File: src/rtl/dff_bank_arb_pkg.sv
// Shared types, default parameters and sizing helpers for the
// dff_bank_arbiter round-robin register-bank write arbiter.
package dff_bank_arb_pkg;

  typedef enum logic {
    IDLE = 1'b0,
    BUSY = 1'b1
  } arb_state_e;

  localparam int DEF_N_REQ    = 4;
  localparam int DEF_DATA_W   = 8;
  localparam int DEF_MAX_HOLD = 4;

  // Index width that never collapses to zero bits, so a count/index of a
  // single-entry space still has a legal 1-bit vector.
  function automatic int idx_width(input int n);
    return (n > 1) ? $clog2(n) : 1;
  endfunction

endpackage

File: src/rtl/dff_bank_arbiter_rr_picker.sv
// Combinational round-robin priority encoder: lowest set request at or above
// ptr wins, otherwise wrap to the lowest set request overall.
module rr_picker
  import dff_bank_arb_pkg::*;
#(
  parameter int N_REQ = DEF_N_REQ,
  localparam int IDX_W = idx_width(N_REQ)
) (
  input  logic [N_REQ-1:0] req,
  input  logic [IDX_W-1:0] ptr,
  input  logic [N_REQ-1:0] excl,
  output logic [N_REQ-1:0] winner,
  output logic [IDX_W-1:0] idx,
  output logic             any_valid
);

  logic [N_REQ-1:0] cand;
  logic [N_REQ-1:0] hi_mask;
  logic [N_REQ-1:0] cand_hi;
  logic [N_REQ-1:0] base;

  assign cand = req & ~excl;

  // Thermometer mask of positions at or above ptr; splitting the search into
  // an upper and a wrapped half avoids a variable rotate.
  for (genvar gi = 0; gi < N_REQ; gi++) begin : g_hi_mask
    assign hi_mask[gi] = (IDX_W'(gi) >= ptr);
  end

  assign cand_hi   = cand & hi_mask;
  assign base      = (|cand_hi) ? cand_hi : cand;
  assign winner    = base & (~base + N_REQ'(1));
  assign any_valid = |cand;

  always_comb begin
    idx = '0;
    for (int i = 0; i < N_REQ; i++) begin
      if (winner[i]) begin
        idx = idx | IDX_W'(i);
      end
    end
  end

endmodule

File: src/rtl/dff_bank_arbiter.sv
// Round-robin write arbiter that owns a shared DATA_W-bit register and loads
// the grantee's data on every cycle it holds both grant and request.
module dff_bank_arbiter
  import dff_bank_arb_pkg::*;
#(
  parameter int N_REQ    = DEF_N_REQ,
  parameter int DATA_W   = DEF_DATA_W,
  parameter int MAX_HOLD = DEF_MAX_HOLD,
  localparam int IDX_W   = idx_width(N_REQ)
) (
  input  logic                    clk,
  input  logic                    rst,
  input  logic [N_REQ-1:0]        req,
  input  logic [N_REQ*DATA_W-1:0] wdata,
  output logic [N_REQ-1:0]        gnt,
  output logic [IDX_W-1:0]        owner,
  output logic                    busy,
  output logic [DATA_W-1:0]       q
);

  localparam int              HOLD_W   = idx_width(MAX_HOLD);
  localparam logic [HOLD_W-1:0] HOLD_LAST = HOLD_W'(MAX_HOLD - 1);

  arb_state_e        state_reg, state_next;
  logic [IDX_W-1:0]  ptr_reg, ptr_next;
  logic [IDX_W-1:0]  owner_reg, owner_next;
  logic [HOLD_W-1:0] hold_cnt_reg, hold_cnt_next;
  logic [N_REQ-1:0]  gnt_reg, gnt_next;
  logic [DATA_W-1:0] q_reg;

  logic [DATA_W-1:0] wdata_lane [N_REQ];

  for (genvar gi = 0; gi < N_REQ; gi++) begin : g_lane
    assign wdata_lane[gi] = wdata[gi*DATA_W +: DATA_W];
  end

  // While busy the current owner is masked out, so pick_any means
  // "someone else is waiting" and the winner is always a different requester.
  logic [N_REQ-1:0] excl;
  logic [N_REQ-1:0] pick_onehot;
  logic [IDX_W-1:0] pick_idx;
  logic             pick_any;

  assign excl = (state_reg == BUSY) ? gnt_reg : '0;

  rr_picker #(
    .N_REQ(N_REQ)
  ) u_picker (
    .req      (req),
    .ptr      (ptr_reg),
    .excl     (excl),
    .winner   (pick_onehot),
    .idx      (pick_idx),
    .any_valid(pick_any)
  );

  logic take_new;

  always_comb begin
    state_next    = state_reg;
    ptr_next      = ptr_reg;
    owner_next    = owner_reg;
    hold_cnt_next = hold_cnt_reg;
    gnt_next      = gnt_reg;
    take_new      = 1'b0;

    unique case (state_reg)
      IDLE: begin
        if (pick_any) begin
          take_new = 1'b1;
        end
      end
      BUSY: begin
        if (req[owner_reg]) begin
          if (pick_any && (hold_cnt_reg == HOLD_LAST)) begin
            take_new = 1'b1;
          end else if (hold_cnt_reg != HOLD_LAST) begin
            hold_cnt_next = hold_cnt_reg + HOLD_W'(1);
          end
        end else if (pick_any) begin
          take_new = 1'b1;
        end else begin
          state_next    = IDLE;
          gnt_next      = '0;
          hold_cnt_next = '0;
        end
      end
      default: begin
        state_next = IDLE;
        gnt_next   = '0;
      end
    endcase

    if (take_new) begin
      state_next    = BUSY;
      gnt_next      = pick_onehot;
      owner_next    = pick_idx;
      hold_cnt_next = '0;
      ptr_next      = (pick_idx == IDX_W'(N_REQ - 1)) ? '0 : pick_idx + IDX_W'(1);
    end
  end

  always_ff @(posedge clk or negedge rst) begin
    if (!rst) begin
      state_reg    <= IDLE;
      ptr_reg      <= '0;
      owner_reg    <= '0;
      hold_cnt_reg <= '0;
      gnt_reg      <= '0;
    end else begin
      state_reg    <= state_next;
      ptr_reg      <= ptr_next;
      owner_reg    <= owner_next;
      hold_cnt_reg <= hold_cnt_next;
      gnt_reg      <= gnt_next;
    end
  end

  // The outgoing owner still writes on a handover edge if its request is high.
  logic wr_en;
  assign wr_en = |(gnt_reg & req);

  always_ff @(posedge clk or negedge rst) begin
    if (!rst) begin
      q_reg <= '0;
    end else if (wr_en) begin
      q_reg <= wdata_lane[owner_reg];
    end
  end

  assign gnt   = gnt_reg;
  assign owner = owner_reg;
  assign busy  = (state_reg == BUSY);
  assign q     = q_reg;

endmodule

File: config.mk
export PLATFORM = sky130hd
export DESIGN_NAME = dff_bank_arbiter
export DESIGN_NICKNAME = d
export VERILOG_FILES = /design/src/rtl/dff_bank_arb_pkg.sv /design/src/rtl/dff_bank_arbiter_rr_picker.sv /design/src/rtl/dff_bank_arbiter.sv
export SDC_FILE = /design/constraint.sdc
export NUM_CORES = 1
export LEC_CHECK = 0
export BUFFER_PORTS_ARGS = -buffer_cell sky130_fd_sc_hd__buf_2
export CAP_MARGIN = 10
export CORE_UTILIZATION = 40
export CTS_CLUSTER_DIAMETER = 30
export DETAILED_ROUTE_END_ITERATION = 8
export GPL_TIMING_DRIVEN = 0
export PLACE_DENSITY_LB_ADDON = 0.25
export RECOVER_POWER = 100
export SYNTH_ARGS = -nofsm -noshare
export SYNTH_HDL_FRONTEND = slang
export SYNTH_SLANG_ARGS = --single-unit
File: constraint.sdc
create_clock -name clk -period 1.8 [get_ports clk]
set_input_delay 0.18 -clock clk [delete_from_list [all_inputs] [get_ports clk]]
set_output_delay 0.18 -clock clk [all_outputs]
set_load 0.005 [all_outputs]
---- Word level (Yosys, flattened, before mapping) ----
Cells that the tools add are included.
storage, ports and cells
  register bits after elaboration ......... 19
  input port bits ......................... 38
  output and inout bits ................... 15
  word-level logic and storage cells ...... 66
operators by class
  $add $sub $neg .......................... 3
  magnitude comparators ................... 6
  equal/unequal tests ..................... 8
  mux-type cells .......................... 28
  bitwise operators ....................... 8
  reductions and logical operators ........ 7
operators with widths
  operator             number
  $mux 4               6
  $mux 2               9
  $and 4x4->4          4
  $bmux 8 s2           1
  $mux 8               2
  $reduce_or 4->1      3
  $mux 1               8
  $not 4->4            2
  $add 2x1->2 const B  2
  $add 4x1->4 const B  1
  $eq 2x2->1 const B   2
  $ge 1x2->1 const A   2
  $ge 2x2->1 const A   2
  $ne 2x2->1 const B   2
  $reduce_and 4->1     1
  $ge 3x3->1 const B   1
  $lt 2x3->1 const B   1
  $ne 3x1->1 const B   1
  $ne 3x2->1 const B   1
  $ne 3x3->1 const B   1
  $not 2->3            1
  $reduce_and 3->1     1
  $bmux 1 s2           1
  $ne 2x1->1 const B   1
  4 further kinds      4

---- Depth between registers and ports, before layout ----
Gate-level depths: netlist of the first run.
  depth in word-level cells ............... 14
  gate-level depth with buffers ........... 6
  mapped depth without buffers ............ 6

---- Cells and area by module ----
Synthesis of the first run repeated with hierarchy kept, for this count alone.
unflattened totals
  cell total of the unflattened synthesis .. 112
  area total of the unflattened synthesis .. 1,312.5 um^2
by module, submodules not included
  module            times used  cells each  area an instance (um^2)  seq. area each (um^2)
  dff_bank_arbiter  1           78          1,108.6                  475.5
  rr_picker         1           34          203.9                    0.0

---- Worst setup path before layout of the first run ----
No wires, ideal clock.
  path kind ............................... register to register
  start ................................... register owner_reg[1], in the netlist owner[1]
  end ..................................... register owner_reg[1], in the netlist owner[1]
  library setup time ...................... 0.128 ns
  arrival time ............................ 1.603 ns
  data required time ...................... 1.672 ns
  setup slack ............................. 0.069 ns
  cell stages (with the launch flop) ...... 6
  buffers on the path ..................... 1
  clock period less this slack ............ 1.731 ns
  path through ............................ dfrtp_1 buf_6 mux4_2 and2_4 nor2_4 mux2_1
between the ends
  cells in the longest elaborated chain, start to end .. 4
ends and longest elaborated chain
  item                          line                     source
  from (decl)                   dff_bank_arbiter.sv:26   logic [IDX_W-1:0] owner_reg, owner_next;
  from (signal assigned)        dff_bank_arbiter.sv:113  owner_reg <= owner_next;
  $bmux 1 s2                    dff_bank_arbiter.sv:74   if (req[owner_reg]) begin
  $mux 1 (not written as such)  dff_bank_arbiter.sv:74
  $mux 1                        dff_bank_arbiter.sv:74
  $pmux 1 s2                    dff_bank_arbiter.sv:67   unique case (state_reg)
Every way passes these cells. The select of a mux whose other input is x is not followed.
A chain may end at the register's enable or synchronous reset.

---- Worst setup path after layout of the first run ----
Same ends and word-level chain as after synthesis.

==> results.txt, run 1 <==
Outcome: complete, no violations
Crit Path Max Fanout: 5
Post-synth EDFFs: 0
Synthesized area: 1279 um2
# fillers: 286
Relative slew slack: 0.3137
Net count, final: 202
#FFs+latches synth: 19
Synth Area per Inst: 12.30 um2
Buffers on Ports: 52
Crit Path Category: reg -> reg
Max clock buf depth: 2
P_sw: 0.9201 mW
DRT iter0 DRCs: 43
Most frequent cells in the layout: 45 x buf_2, 19 x dfrtp_1, 11 x nand2_1, 9 x clkbuf_1
WL final: 2988 um
Clock Skew: 11.43 ps
H-tree levels: 1
Final Setup Violations: 0
Setup TNS: 0 ps
Final Power: 2.349 mW
Commonest non-fill, non-tap cell in the layout: buf_2
CTS root buffer: clkbuf_4
Inserted Diodes: 0
Worst vdd ir: 633.0 uV
Gpl congestion: 0.7687
Cell Count Post-Placement: 200
First-pass GRT wire length: 4892 um
Post-synthesis xor/xnor area fraction: 0
Initial antenna violation count: 0
Slew Viols, Final: 0
Clock power frac: 0.101
RSZ-0062 raised after global routing: no
CTS tree: yes
Clk Latency, worst-skew pair: 320 ps
Vias per cell: 5.451
Async set or reset register ratio after synthesis: 1.000
Die area: 3427 um2
Worst Hold Class: in -> reg
Crit start category: register
I/O pins: 53
Die width: 58.54 um
Post-route insts no fill: 206
Initial Util: 0.4189
Gate Count Post-Synth: 104
CP Capture Type: register
Final Hold Fails: 0
Register area share after synthesis: 0.3718
Vias in the first global route: 1116
Area growth syn-to-layout: 27.10%
Synth Area in Adders: 0.009785
Routed via count: 1123
Tightest Pin Transition: 1029 ps
Post-synthesis simple-gate area fraction: 0.1194
Fin util: 0.5324
Largest family of logic cells by synthesized area: multiplexers
Max Fclk: 574.8 MHz
Unique masters post-synth: 43
Largest register FFs: 8
Power Internal: 1.429 mW
Drc violations: 0
Clk pin slew, worst setup/hold paths: 110 ps
Num CTS Buffers: 3
Crit path DAT: 1940 ps
Grt ovf: 0
Synth Net Count: 143
Clock sink total: 19
Yosys warnings: 0
Avg WL per Cell: 14.50 um
Post-layout minimum cycle time: 1740 ps
Power share of the combinational group: 0.584
Drt pass-1 iters: 4
Proportion of synthesized area in mux cells: 0.2613
PD cells: 1445 nW/um2
Share of cells above drive strength 1: 0.4444
All-Layer GR Usage: 0.1927
Sequential power share: 0.315
Synth Area in Compound Gates: 0.2065
Die Y: 58.54 um
Detail Placement HPWL: 2241 um
Max-Cap Viols: 0
Rows: 20
Post-route ant nets: 0
Tcrit/Tclk final: 0.9666
CORE AREA: 3053 um2
Largest net degree at the start of global routing: 20
Sw Ratio: 0.3918
Top_reg_cell synth: dfrtp_1
LEAKAGE: 0.7607 nW
Critical Path RT: 2000 ps
through the flow:
step / setup slack [ps] / hold WS, ps / cell area, um2
3_3_place_gp: -0.6022 / 142.6 / 1594
4_1_cts: 12.84 / 293.8 / 1639
3_5_place_dp: -21.87 / 154.5 / 1594
6_report: 60.20 / 302.8 / 1625
2_1_floorplan: 69.10 / -115.6 / 1279
5_1_grt: 24.54 / 308.0 / 1625
cells by family (layout without fill, tap and decap cells):
logic type,count (synthesis),count (layout)
compound gates,33,33
fa+ha+maj,1,1
buf+inv,7,65
flops,19,19
mux,18,18
simple gates,26,26
synthesized netlist by cell type, types with 2 or more instances:
| cell type | count | area share |
|---|---|---|
| mux2_2 | 8 | 0.070 |
| o21ai_1 | 2 | 0.0078 |
| o21ai_0 | 4 | 0.016 |
| mux4_1 | 8 | 0.16 |
| a21boi_0 | 3 | 0.018 |
| inv_1 | 2 | 0.0059 |
| nor2_1 | 2 | 0.0059 |
| a21bo_2 | 2 | 0.016 |
| nor3_2 | 2 | 0.016 |
| nand2b_1 | 3 | 0.015 |
| a32o_1 | 3 | 0.023 |
| dfrtp_1 | 19 | 0.37 |
| buf_2 | 2 | 0.0078 |
| nand3_1 | 2 | 0.0078 |
| a21oi_1 | 4 | 0.016 |
| nand2_1 | 10 | 0.029 |
| a22oi_1 | 2 | 0.012 |
power by group through the flow:
stage	clock, mW	combinational (mW)	sequential, mW
2_1_floorplan	0	0.991	0.741
3_3_place_gp	0	1.34	0.735
3_5_place_dp	0	1.38	0.744
4_1_cts	0.242	1.40	0.737
5_1_grt	0.258	1.50	0.765
6_report	0.236	1.37	0.740
repair_timing:
| item | CTS | global route |
|---|---|---|
| resized for setup | 0 | 2 |
| setup endpoints to repair | 1 | 1 |
| hold buffers | 1 | 0 |
| hold endpoints to repair | 19 | 0 |
| setup buffers | 1 | 0 |
layout make-up:
type	count	area (um2)	share of cell area
clock inverters	1	5.005	0.003079
plain buffers	5	35.03	0.02156
inverters	2	7.507	0.004619
flip-flops and latches	19	475.5	0.2925
well taps	44	55.05	0.03387
multi-input cells	78	757.0	0.4657
repair buffers	54	267.8	0.1647
clock buffers	3	22.52	0.01386
final timing paths:
path                       cells after the start  slack [ps]  startpoint       end
setup reg to reg                               5          60    owner[1]  owner[1]
hold / removal                                 3         300   wdata[26]      q[2]
max in group asynchronous                      2         620         rst      q[4]
min in group asynchronous                      2         550         rst      busy
setup / recovery                               5          60    owner[1]  owner[1]
hold reg to reg                                1         520        q[5]      q[5]
critical path: stages, from the launching register on:
cell and delay [ps]:
dfrtp_1 390, buf_6 110, mux4_2 550, and2_4 180, nor2_4 110, mux2_4 310
routing by layer:
metal | share of wire | up-vias | GRT usage
li1 | - | 528 | -
met1 | 0.43 | 560 | 0.2194
met2 | 0.51 | 29 | 0.3383
met3 | 0.032 | 6 | 0.02857
met4 | 0.023 | 0 | 0.1224
met5 | 0 | - | 0
(Power assumes the default switching activity.)
==> run 2, diff against run 1 <==
Settings changed: ABC_AREA set to 1.
==> results.txt, run 2 <==
Post-synthesis xor/xnor area fraction: 0 (unchanged)
All-Layer GR Usage: 0.2087 (+0.01601)
Avg WL per Cell: 13.12 um (-9.5%)
Post-route cell area: 1505 um2 (-7.4%)
Proportion of synthesized area in mux cells: 0.07516 (-0.1861)
Buf/Inv on CP: 2 (+1)
CORE AREA: 2805 um2 (-8.1%)
Cell Count Post-Placement: 235 (+18%)
CP max stage delay: 500 ps (-50 ps)
Critical Path RT: 2000 ps (about the same)
PD cells: 1669 nW/um2 (+15%)
CP Capture Type: register
Drc violations: 11 (+11)
Synth area leaders: dfrtp_1 40%, nand2_1 9.1%, mux2_2 7.5%
Reg-to-reg endpoint: ptr_reg[0]
Wire length on met2: 1562 um (+2.5%)
Post-synth EDFFs: 0 (unchanged)
Fin util: 0.5366 (+0.004197)
Crit path DAT: 1830 ps (-110 ps)
Async set or reset register ratio after synthesis: 1.000 (unchanged)
Worst path cell trace: nand2_1, nand2_1, nand4_1, nand2_4, inv_2, or2_0, nand2_1, inv_1
Slew Viols, Final: 0 (unchanged)
Post-synthesis simple-gate area fraction: 0.2829 (+0.1635)
Gpl congestion: 0.8499 (+11%)
Failing checks: DRC
Clock sink total: 19 (unchanged)
M1 wire length: 1376 um (+6.2%)
Final Setup Violations: 0 (unchanged)
Max-Cap Viols: 0 (unchanged)
Power Internal: 1.356 mW (-5.1%)
WHS Path Cells: 4 (+1)
Net count, final: 249 (+23%)
CTS tree: yes
I/O pins: 53 (unchanged)
Gate Count Post-Synth: 152 (+46%)
Initial antenna violation count: 0 (unchanged)
Num CTS Buffers: 3 (unchanged)
Synth Area per Inst: 7.886 um2 (-36%)
Relative slew slack: 0.3419 (+0.02825)
Largest net degree at the start of global routing: 20 (unchanged)
Yosys warnings: 0 (unchanged)
Synth Area in Compound Gates: 0.1545 (-0.05197)
Die Y: 56.74 um (-3.1%)
Clock Skew: 12.49 ps (+1.053 ps)
Worst vdd ir: 693.2 uV (+9.5%)
Max Fclk: 616.2 MHz (+7.2%)
Hold Path Sink: q[7]
Most frequent cells in the layout: 46 x buf_2, 30 x nand2_1, 20 x nor2_1, 19 x dfrtp_1, 18 x o21ai_0
Final Hold Fails: 0 (unchanged)
Synth cell count leaders: 29 x nand2_1, 19 x dfrtp_1, 19 x nor2_1
Max clock buf depth: 2 (unchanged)
LEAKAGE: 0.7780 nW (+2.3%)
Commonest non-fill, non-tap cell in the layout: buf_2
Met3 WL: 192 um (+98%)
Post-layout minimum cycle time: 1623 ps (-117.0 ps)
Routed via count: 1270 (+13%)
Largest family of logic cells by synthesized area: simple AND/OR/NAND/NOR gates
First-pass GRT wire length: 5271 um (+7.7%)
Unique masters post-synth: 25 (-42%)
#FFs+latches synth: 19 (unchanged)
Vias in the first global route: 1213 (+8.7%)
Synthesized area: 1199 um2 (-6.3%)
Initial Util: 0.4273 (+0.008445)
Die area: 3219 um2 (-6.1%)
Worst Min Path Start: wdata[7]
R2r startpoint: busy
Placement Cell Area: 1498 um2 (-6.0%)
DRT iter0 DRCs: 118 (+170%)
Largest register FFs: 8 (unchanged)
# fillers: 290 (+1.4%)
Buffers on Ports: 52 (unchanged)
Post-route ant nets: 0 (unchanged)
Sw Ratio: 0.4600 (+0.06828)
CTS root buffer: clkbuf_4
CP top delay family: simple AND/OR/NAND/NOR gates
Area share of the largest cell type after synthesis: 0.3967 (+0.02484)
Top_reg_cell synth: dfrtp_1
Sequential power share: 0.307 (-0.008)
Most common cell in the netlist: nand2_1
Inserted Diodes: 0 (unchanged)
Tcrit/Tclk final: 0.9015 (-0.06501)
Synth Area in Adders: 0.01044 (+0.0006537)
Power share of the combinational group: 0.610 (+0.026)
Clk pin slew, worst setup/hold paths: 110 ps (about the same)
Drt pass-1 iters: 6 (+2)
Outcome: finished, violations left
Grt ovf: 0 (unchanged)
Tightest Pin Transition: 987.1 ps (-42.37 ps)
Clk Latency, worst-skew pair: 290 ps (-30 ps)
Crit Path Max Fanout: 8 (+3)
Register area share after synthesis: 0.3967 (+0.02484)
Vias per cell: 5.292 (-2.9%)
CP most frequent cell: nand2_1
Area growth syn-to-layout: 25.57%
Rows: 19 (-5.0%)
Worst Hold Class: in -> reg
Die width: 56.74 um (-3.1%)
Leading area contributor after synthesis: dfrtp_1
Synth Net Count: 191 (+34%)
Crit-path slowest cell: dfrtp_1
Post-route insts no fill: 240 (+17%)
Setup TNS: 0 ps (unchanged)
P_sw: 1.155 mW (+26%)
RSZ-0062 raised after global routing: no
Crit start category: register
R2R cell count: 8 (+3)
DR top layer: met4
Crit Path Category: reg -> reg
FF-to-FF setup slack: 180 ps (+120 ps)
Detail Placement HPWL: 2466 um (+10%)
WL final: 3149 um (+5.4%)
Share of cells above drive strength 1: 0.3445 (-0.09995)
H-tree levels: 1 (unchanged)
CTS resizes: 0 (unchanged)
Clock power frac: 0.083 (-0.018)
## run 2: changes by cell type after synthesis, sizes merged, moves of 8 or more
cell,before,now
mux4,9,0
nand3,2,11
o22ai,1,9
o21ai,7,24
inv,2,16
nor2,4,21
nand2,11,34
## run 2: through the flow
stage / hold slack [ps] / worst slack, ps / total power, mW
after floorplan: -115.6 / 413.8 / 1.878
after global placement: 133.7 / 310.3 / 2.283
after detailed placement: 147.0 / 285.0 / 2.358
after CTS: 276.6 / 261.3 / 2.570
after global routing: 270.1 / 62.71 / 2.774
final: 290.2 / 177.2 / 2.512
## run 2: layout make-up
type	instances	area, um2	area share
inverters	16	67.56	0.04489
multi-input cells	113	606.8	0.4032
clock buffers	3	22.52	0.01496
plain buffers	4	28.78	0.01912
repair buffers	53	260.3	0.1729
clock inverters	1	5.005	0.003325
flip-flops and latches	19	475.5	0.3159
well taps	31	38.79	0.02577
## run 2: power by group through the flow
stage	Sequential [mW]	Clock, mW	Combinational [mW]
after global placement	0.763	0	1.52
after global routing	0.795	0.243	1.74
after detailed placement	0.774	0	1.58
after floorplan	0.772	0	1.11
final	0.771	0.208	1.53
after CTS	0.766	0.218	1.59
## run 2: worst min-delay path: cells and delay by family
family	cells	cell delay (ps)
buffers and inverters	1	80
AND/OR/NAND/NOR	1	30
multiplexers	1	160
AO/OA/AOI/OAI	1	110
## run 2: routing by layer
layer,vias up,track usage
li1,624,-
met1,598,0.2735
met2,46,0.3639
met3,2,0.03226
met4,0,0.04181
met5,-,0
## run 2: worst max-delay path by stage
| stage | start | to | cells past startpoint |
|---|---|---|---|
| final | busy | ptr_reg[0] | 8 |
| after global routing | busy | gnt[1] | 9 |
| after CTS | owner[1] | gnt[3] | 8 |
| after detailed placement | owner[1] | ptr_reg[0] | 9 |
| after global placement | owner[1] | ptr_reg[0] | 9 |
| after floorplan | owner[0] | ptr_reg[0] | 10 |
## run 2: cells by family after synthesis
family,after synthesis
compound gates,34
fa+ha+maj,1
simple gates,70
flops,19
buf+inv,20
mux,8
## run 2: timing repair
action                                 CTS  global route
hold buffers                             1             0
endpoints found under the hold margin   19             0
setup buffers                            0             0
